**config.mk**
```make
export PLATFORM = sky130hd
export DESIGN_NAME = bit_serial_adder_ctrl_flat
export DESIGN_NICKNAME = d
export VERILOG_FILES = /design/src/rtl/bit_serial_adder_ctrl_pkg.sv /design/src/rtl/bit_serial_adder_ctrl_if.sv /design/src/rtl/bit_serial_adder_ctrl_serial_fa_cell.sv /design/src/rtl/bit_serial_adder_ctrl.sv /design/src/flat_wrapper.sv
export SDC_FILE = /design/constraint.sdc
export NUM_CORES = 1
export LEC_CHECK = 0
export CAP_MARGIN = 20
export CORE_MARGIN = 1
export CORE_UTILIZATION = 44
export DETAILED_ROUTE_END_ITERATION = 6
export GPL_TIMING_DRIVEN = 0
export PLACE_DENSITY = 0.85
export SLEW_MARGIN = 20
export SYNTH_ARGS = -nofsm -noshare
export SYNTH_HDL_FRONTEND = slang
export SYNTH_SLANG_ARGS = --single-unit
```
**constraint.sdc**
```tcl
create_clock -name clk -period 1.3 [get_ports clk]
set_input_delay 0.195 -clock clk [delete_from_list [all_inputs] [get_ports clk]]
set_output_delay 0.195 -clock clk [all_outputs]
set_load 0.005 [all_outputs]
```
**src/rtl/bit_serial_adder_ctrl_pkg.sv**
```systemverilog
// Shared types and limits for the bit-serial adder controller.
//   bsa_state_t : controller FSM states (IDLE -> RUN -> DONE -> IDLE)
//   MAX_WIDTH   : largest supported operand width
package bit_serial_pkg;

    typedef enum logic [1:0] {
        IDLE = 2'd0,
        RUN  = 2'd1,
        DONE = 2'd2
    } bsa_state_t;

    localparam int MAX_WIDTH = 64;

endpackage

```
**src/rtl/bit_serial_adder_ctrl_if.sv**
```systemverilog
// Operand/result handshake bundle for bit_serial_adder_ctrl.
//   Operand side : in_valid, in_ready, a, b, ci, sub
//   Result side  : out_valid, out_ready, sum, co, ovf
//   Status       : busy
//   master : producer/consumer view (testbench or surrounding logic)
//   slave  : the controller's view
interface bit_serial_adder_ctrl_if #(
    parameter int WIDTH = 8
);
    logic             in_valid;
    logic             in_ready;
    logic [WIDTH-1:0] a;
    logic [WIDTH-1:0] b;
    logic             ci;
    logic             sub;
    logic             out_valid;
    logic             out_ready;
    logic [WIDTH-1:0] sum;
    logic             co;
    logic             ovf;
    logic             busy;

    modport master (
        output in_valid, a, b, ci, sub, out_ready,
        input  in_ready, out_valid, sum, co, ovf, busy
    );

    modport slave (
        input  in_valid, a, b, ci, sub, out_ready,
        output in_ready, out_valid, sum, co, ovf, busy
    );
endinterface

```
**src/rtl/bit_serial_adder_ctrl_serial_fa_cell.sv**
```systemverilog
// Purely combinational 1-bit full adder used once per clock by the controller.
//   a, b, ci : addend bits and carry-in
//   s, co    : sum bit and carry-out (majority of the three inputs)
module serial_fa_cell (
    input  logic a,
    input  logic b,
    input  logic ci,
    output logic s,
    output logic co
);
    assign s  = a ^ b ^ ci;
    assign co = (a & b) | (a & ci) | (b & ci);
endmodule

```
**src/rtl/bit_serial_adder_ctrl.sv**
```systemverilog
// Bit-serial add/subtract controller: one full-adder cell is stepped over WIDTH
// cycles, LSB first, with valid/ready handshakes on the operand and result sides.
//   clk  : system clock, rising edge
//   rstN : asynchronous active-low reset
//   bus  : operand/result handshake bundle (slave modport)
// Subtraction is a + ~b + 1, so co = 1 means "no borrow".
module bit_serial_adder_ctrl
    import bit_serial_pkg::*;
#(
    parameter int WIDTH = 8
) (
    input  logic                 clk,
    input  logic                 rstN,
    bit_serial_adder_ctrl_if.slave bus
);
    localparam int CNT_W = $clog2(WIDTH);

    bsa_state_t       state_q, state_d;
    logic [WIDTH-1:0] a_sr, b_sr, sum_q;
    logic             carry, co_q, ovf_q;
    logic [CNT_W-1:0] cnt;
    logic             fa_s, fa_c;
    logic             last_bit;

    serial_fa_cell u_fa (
        .a  (a_sr[0]),
        .b  (b_sr[0]),
        .ci (carry),
        .s  (fa_s),
        .co (fa_c)
    );

    assign last_bit = (cnt == CNT_W'(WIDTH - 1));

    always_ff @(posedge clk or negedge rstN) begin
        if (!rstN) state_q <= IDLE;
        else       state_q <= state_d;
    end

    always_comb begin
        state_d = state_q;
        case (state_q)
            IDLE:    if (bus.in_valid) state_d = RUN;
            RUN:     if (last_bit)     state_d = DONE;
            DONE:    if (bus.out_ready) state_d = IDLE;
            default: state_d = IDLE;
        endcase
    end

    always_ff @(posedge clk or negedge rstN) begin
        if (!rstN) begin
            a_sr  <= '0;
            b_sr  <= '0;
            sum_q <= '0;
            carry <= 1'b0;
            co_q  <= 1'b0;
            ovf_q <= 1'b0;
            cnt   <= '0;
        end else begin
            case (state_q)
                IDLE: if (bus.in_valid) begin
                    a_sr  <= bus.a;
                    b_sr  <= bus.sub ? ~bus.b : bus.b;
                    carry <= bus.sub ? 1'b1 : bus.ci;
                    cnt   <= '0;
                    sum_q <= '0;
                end
                RUN: begin
                    sum_q <= {fa_s, sum_q[WIDTH-1:1]};
                    a_sr  <= a_sr >> 1;
                    b_sr  <= b_sr >> 1;
                    carry <= fa_c;
                    if (last_bit) begin
                        // carry still holds the carry into the MSB here
                        co_q  <= fa_c;
                        ovf_q <= carry ^ fa_c;
                    end else begin
                        cnt <= cnt + 1'b1;
                    end
                end
                default: ;
            endcase
        end
    end

    assign bus.in_ready  = (state_q == IDLE);
    assign bus.busy      = (state_q == RUN);
    assign bus.out_valid = (state_q == DONE);
    assign bus.sum       = sum_q;
    assign bus.co        = co_q;
    assign bus.ovf       = ovf_q;
endmodule

```
**src/flat_wrapper.sv**
```systemverilog
// flat-port wrapper written by rule: the top's interface ports become plain ports
module bit_serial_adder_ctrl_flat import bit_serial_pkg::*;
#(
    parameter int WIDTH = 8
)
  (clk, rstN, bus_in_valid, bus_a, bus_b, bus_ci, bus_sub, bus_out_ready, bus_in_ready, bus_out_valid, bus_sum, bus_co, bus_ovf, bus_busy);
  bit_serial_adder_ctrl_if #(.WIDTH(WIDTH)) bus_i ();
  input  logic clk;
  input  logic rstN;
  input wire logic [$bits(bus_i.in_valid)-1:0] bus_in_valid;
  input wire logic [$bits(bus_i.a)-1:0] bus_a;
  input wire logic [$bits(bus_i.b)-1:0] bus_b;
  input wire logic [$bits(bus_i.ci)-1:0] bus_ci;
  input wire logic [$bits(bus_i.sub)-1:0] bus_sub;
  input wire logic [$bits(bus_i.out_ready)-1:0] bus_out_ready;
  output wire logic [$bits(bus_i.in_ready)-1:0] bus_in_ready;
  output wire logic [$bits(bus_i.out_valid)-1:0] bus_out_valid;
  output wire logic [$bits(bus_i.sum)-1:0] bus_sum;
  output wire logic [$bits(bus_i.co)-1:0] bus_co;
  output wire logic [$bits(bus_i.ovf)-1:0] bus_ovf;
  output wire logic [$bits(bus_i.busy)-1:0] bus_busy;
  assign bus_i.in_valid = bus_in_valid;
  assign bus_i.a = bus_a;
  assign bus_i.b = bus_b;
  assign bus_i.ci = bus_ci;
  assign bus_i.sub = bus_sub;
  assign bus_i.out_ready = bus_out_ready;
  assign bus_in_ready = bus_i.in_ready;
  assign bus_out_valid = bus_i.out_valid;
  assign bus_sum = bus_i.sum;
  assign bus_co = bus_i.co;
  assign bus_ovf = bus_i.ovf;
  assign bus_busy = bus_i.busy;
  bit_serial_adder_ctrl #(.WIDTH(WIDTH)) u_core (.clk(clk), .rstN(rstN), .bus(bus_i));
endmodule
```
Word level (Yosys, flattened, before mapping)
Index checks and enable logic that the tools add are counted.
- register bits: 32
- bitwise operators: 9
- multiplexer cells: 17
- reduce and logical (&&, ||, !) cells: 6
- equal/unequal tests: 7
- add/sub/neg operators: 1
- operators by type and width (operator ; number):
    8-bit one-hot mux with 2 select lines ; 3
    8-bit 2-to-1 mux ; 4
    8-bit NOT ; 1
    2-bit 2-to-1 mux ; 3
    3-bit 2-to-1 mux ; 2
    2-bit inequality test, second input constant ; 3
    2-bit one-hot mux with 3 select lines ; 1
    3-bit one-hot mux with 2 select lines ; 1
    3-bit AND reduction ; 2
    2-bit AND reduction ; 2
    3-bit by 1-bit adder with 3-bit output, second input constant ; 1
    1-bit AND ; 3
    3-bit equality test, second input constant ; 1
    1-bit bitwise XOR ; 3
    2-bit by 1-bit equality test with 1-bit output, second input constant ; 1
    2-bit equality test, second input constant ; 1
    2-bit logical NOT ; 1
    1-bit 2-to-1 mux ; 2
    2-bit by 1-bit inequality test with 1-bit output, second input constant ; 1
    1-bit OR ; 2
    1-bit one-hot mux with 2 select lines ; 1
    2-bit nonzero test ; 1

Depth between registers and ports, before layout
- depth after elaboration: 4
- gate-level depth with buffers: 5
- mapped depth without buffers: 5

Hierarchy
From an unflattened synthesis, not the netlist that was laid out.
- cell total of the unflattened synthesis: 130
- area total of the unflattened synthesis: 1544.0 um2
- by module, submodules not included (module ; instances ; cells each ; area each (um2) ; sequential area each (um2)):
    bit_serial_adder_ctrl ; 1 ; 129 ; 1524.0 ; 800.8
    serial_fa_cell ; 1 ; 1 ; 20.0 ; 0.0

Least setup slack after synthesis
OpenSTA, ideal clock, no wires.
- kind: register to register
- from: register u_core.state_q[0]
- to: register u_core.b_sr[2]
- setup time: 0.126 ns
- path buffers: 2
- slack: 0.010 ns
- period minus slack after synthesis: 1.290 ns
- data arrival time: 1.163 ns
- cell stages (with the launch flop): 5
- cells stage by stage: dfrtp_1 -> nor2b_1 -> buf_4 -> buf_6 -> a221o_2
- word-level cells in the longest chain between the ends: 3
- elaborated cells on any way between the ends: 6
- those cells by class: 2 x eq/ne; 1 x mux; 3 x reduce/logical
- ends and longest elaborated chain (item ; line ; source):
    from (decl) ; bit_serial_adder_ctrl.sv:18 ; bsa_state_t state_q, state_d;
    from (signal assigned) ; bit_serial_adder_ctrl.sv:37 ; else state_q <= state_d;
    2-bit by 1-bit equality test with 1-bit output or 2-bit logical NOT (tied branches) ; bit_serial_adder_ctrl.sv:60 ; case (state_q)
    2-bit nonzero test (no line) or 2-bit inequality test (tied branches) ; - ;
    2-bit AND reduction (no line) ; - ;
    to (signal assigned) ; bit_serial_adder_ctrl.sv:63 ; b_sr <= bus.sub ? ~bus.b : bus.b;
    to (signal assigned) ; bit_serial_adder_ctrl.sv:71 ; b_sr <= b_sr >> 1;
    to (decl) ; bit_serial_adder_ctrl.sv:19 ; logic [WIDTH-1:0] a_sr, b_sr, sum_q;
Several ways; a longest one is shown, not always the timed one.
A chain may end at the register's enable or synchronous reset.

Worst setup path in the final report
- from: register u_core.state_q[0]
- to: register u_core.b_sr[6]
Same word-level chain as after synthesis.

==> results.md <==
* Outcome: complete, but fails checks
* Failing checks: setup timing
* Clock skew at 0.00969 ns
* Fillers at 273
* Setup crit start kind: flip-flop
* CP arrival at around 1.7 ns
* Synth unique cells at 30
* Hold slack at 0.275 ns
* Pwr dens at 2200 mW/mm^2
* Iteration-0 DRC count of the detailed router at between 50 and 60
* Final instance area at 0.00236 mm^2
* Die footprint at roughly 0.0038 mm^2
* Synth Net Count at ~170
* Clock slew seen by the registers of the worst setup and hold paths at 0.10 ns
* Clock Sinks at 32
* Largest area contributor in the netlist: dfrtp_1
* Fin crit share at 110%
* Via/cell ratio at 5.52
* Max-Cap Viols at 0
* Die height at 61.5 um
* Worst Setup Path Type: reg -> reg
* Synth Register Bits at 32
* Drt total wl at 4260 um
* Top post-synthesis cells by area: dfrtp_1, mux2i_1, nand2_1, a22o_1, xnor2_1
* Leak at 0.00108 uW
* Final Hold Fails at 0
* Internal power at between 3000 and 4000 uW
* Congestion Overflow GR at 0
* Worst hold path type: in -> reg
* Initial antenna violation count at 0
* First-pass iteration count of the detailed router at 4
* Layout Nets at 230
* Flop pwr share at 33.3%
* CTS tree: done
* Io pins at 35
* Initial Util at 46.2%
* Clock Latency Late Sink at 0.34 ns
* P&R area growth vs syn at 51.5%
* Post-DP HPWL at 2450 um
* Dpl cells at about 220
* P_sw at 1890 uW
* Gpl congestion at ~0.78
* Min cycle time layout at 1.43 ns
* Longest Clk Path Bufs at 2
* Peak supply drop at 1.09 mV
* Switching part of the total power at 36.5%
* H-tree depth at 2
* Cell Rows at 21
* Gr usage total at 24.5%
* Worst Tran Pin Value at 0.697 ns
* # diodes at 0
* Placed Instance Area at 0.00193 mm^2
* Register Area at 802 um^2
* Drt wl/cell at 17.0 um
* Final Util at 70.1%
* Syn Inst Count at 144
* Port Buffer Count at 32
* Maximum fanout along the worst path at 6
* Slew Limit Fails at 0
* Final setup fails at 21
* Largest net degree at the start of global routing at 33
* Top-area cell type share of the netlist area at 51.5%
* Mapped Area at 0.00156 mm^2
* Syn avg cell area at ~11 um^2
* First-pass GRT wire length at between 6000 and 7000 um
* CTS buffer count at 5
* Power share of the clock group at around an eighth
* Sequential share of the synthesized area at 51.5%
* Share of cells above drive strength 1 at 33.7%
* RSZ-0062 raised after global routing: yes
* Worst EP required at roughly 1.6 ns
* Fin cells at around 250
* DRT antenna net count at 0
* Via count at 1386
* Drt drc at 0
* Die Wd at 61.5 um
* Vias in the first global route at 1353
* TNS Setup at -0.995 ns
* Max-slew headroom at between 50 and 60%
* F_max at roughly 700 MHz
* Post-route setup slack at -0.132 ns
* Area of the multi-input gates at 776 um^2
* CORE AREA at ~0.0034 mm^2
* Worst setup EP type: flip-flop
* Part of the power in combinational logic at between 50 and 60%
* Yosys warns at 0
* CTS root buf: clkbuf_4
metal layers:
layer / vias up / track usage [%] / part of all wire [%]
li1: 634 / - / -
met1: 692 / 28.8 / 40
met2: 48 / 40.7 / 52
met3: 12 / 7.14 / 5.0
met4: 0 / 12.7 / 2.8
met5: - / 0 / 0
state kept, by name (all words and copies together), names as in the netlist:
register        flops
u_core.bus.co       1
u_core.cnt          3
u_core.bus.ovf      1
u_core.b_sr         8
u_core.state_q      2
u_core.carry        1
u_core.bus.sum      8
u_core.a_sr         8
cell families after synthesis:
group,count (synthesis),share of synthesized area (%)
compound gates,44,20.9
fa+ha+maj,3,2.90
flops,32,51.5
xor+xnor,9,5.07
simple gates,27,7.80
buf+inv,22,7.32
mux,7,4.51
area by class of cell:
| cell class | instances | share of cell area (%) |
|---|---|---|
| sequential | 32 | 34.0 |
| multi-input combinational | 90 | 32.9 |
| timing repair buffer | 55 | 21.6 |
| buffer | 10 | 4.51 |
| clock buffer | 7 | 2.76 |
| tap | 46 | 2.44 |
| inverter | 11 | 1.75 |
synth_stat cells:
master / instances
a21oi_1: 2
a221o_1: 1
a221o_2: 5
a22o_1: 7
a22oi_1: 2
a31oi_1: 1
and2_1: 1
and2b_1: 1
buf_2: 7
buf_4: 2
buf_6: 2
dfrtp_1: 32
fa_1: 1
ha_1: 2
inv_1: 11
mux2i_1: 7
nand2_1: 17
nand3b_1: 1
nor2_1: 3
nor2b_1: 1
nor3_1: 2
o21ai_0: 10
o21ai_1: 4
o21bai_1: 1
o22ai_1: 1
o31ai_1: 4
o32ai_1: 6
or3b_1: 1
xnor2_1: 7
xor2_1: 2
worst paths after layout:
kind | startpoint | endpoint | slack (ns) | cells past startpoint
max in group asynchronous | rstN | u_core.state_q[1] | 0.38 | 2
min in group asynchronous | rstN | u_core.b_sr[2] | 0.43 | 2
worst min register to register | u_core.a_sr[1] | u_core.a_sr[1] | 0.50 | 2
worst max-delay path | u_core.state_q[0] | u_core.b_sr[6] | -0.13 | 5
worst max register to register | u_core.state_q[0] | u_core.b_sr[6] | -0.13 | 5
worst min-delay path | bus_in_valid | u_core.a_sr[7] | 0.28 | 3
cell usage in the layout, fill, tap and decap left out, types with 2 or more instances in the layout:
cell,instances
a21oi_1,2
a221o_2,5
a22o_1,7
a22oi_1,2
buf_2,4
buf_4,18
buf_6,9
buf_8,3
clkbuf_4,6
clkbuf_8,2
clkdlybuf4s50_1,18
dfrtp_1,31
dlygate4sd2_1,10
inv_1,10
mux2i_1,5
mux2i_2,2
nand2_1,17
nor2_2,2
o21ai_0,3
o21ai_1,11
o31ai_1,2
o31ai_2,2
o32ai_2,4
o32ai_4,2
xnor2_1,7
xor2_1,2
what timing repair did:
| action | in CTS | in global routing |
|---|---|---|
| pin swaps | 10 | 3 |
| setup buffers | 16 | 5 |
| hold endpoints to repair | 32 | 0 |
| setup endpoints to repair | 37 | 31 |
| hold buffers | 1 | 0 |
| cloned | 1 | 0 |
| resized for setup | 61 | 14 |
stage by stage:
step,power (uW),setup WS [ns]
global placement,3510,-0.522
global route,5520,-0.180
CTS,4850,-0.142
detailed placement,3650,-0.344
finish,5180,-0.132
floorplan,2890,0.0102
worst max-delay path: stages (launching register included):
cell and delay (ns):
dfrtp_1 0.41, buf_6 0.14, or3b_1 0.38, buf_6 0.17, o32ai_4 0.13, a221o_2 0.14
power groups by stage:
| stage | sequential, uW | combinational, uW | clock [uW] |
|---|---|---|---|
| after floorplan | 1690 | 1200 | 0 |
| after global placement | 1730 | 1780 | 0 |
| after detailed placement | 1750 | 1900 | 0 |
| after CTS | 1690 | 2520 | 646 |
| after global routing | 1770 | 3070 | 685 |
| final | 1730 | 2820 | 632 |
No activity file was read; power rests on OpenSTA's default activity.
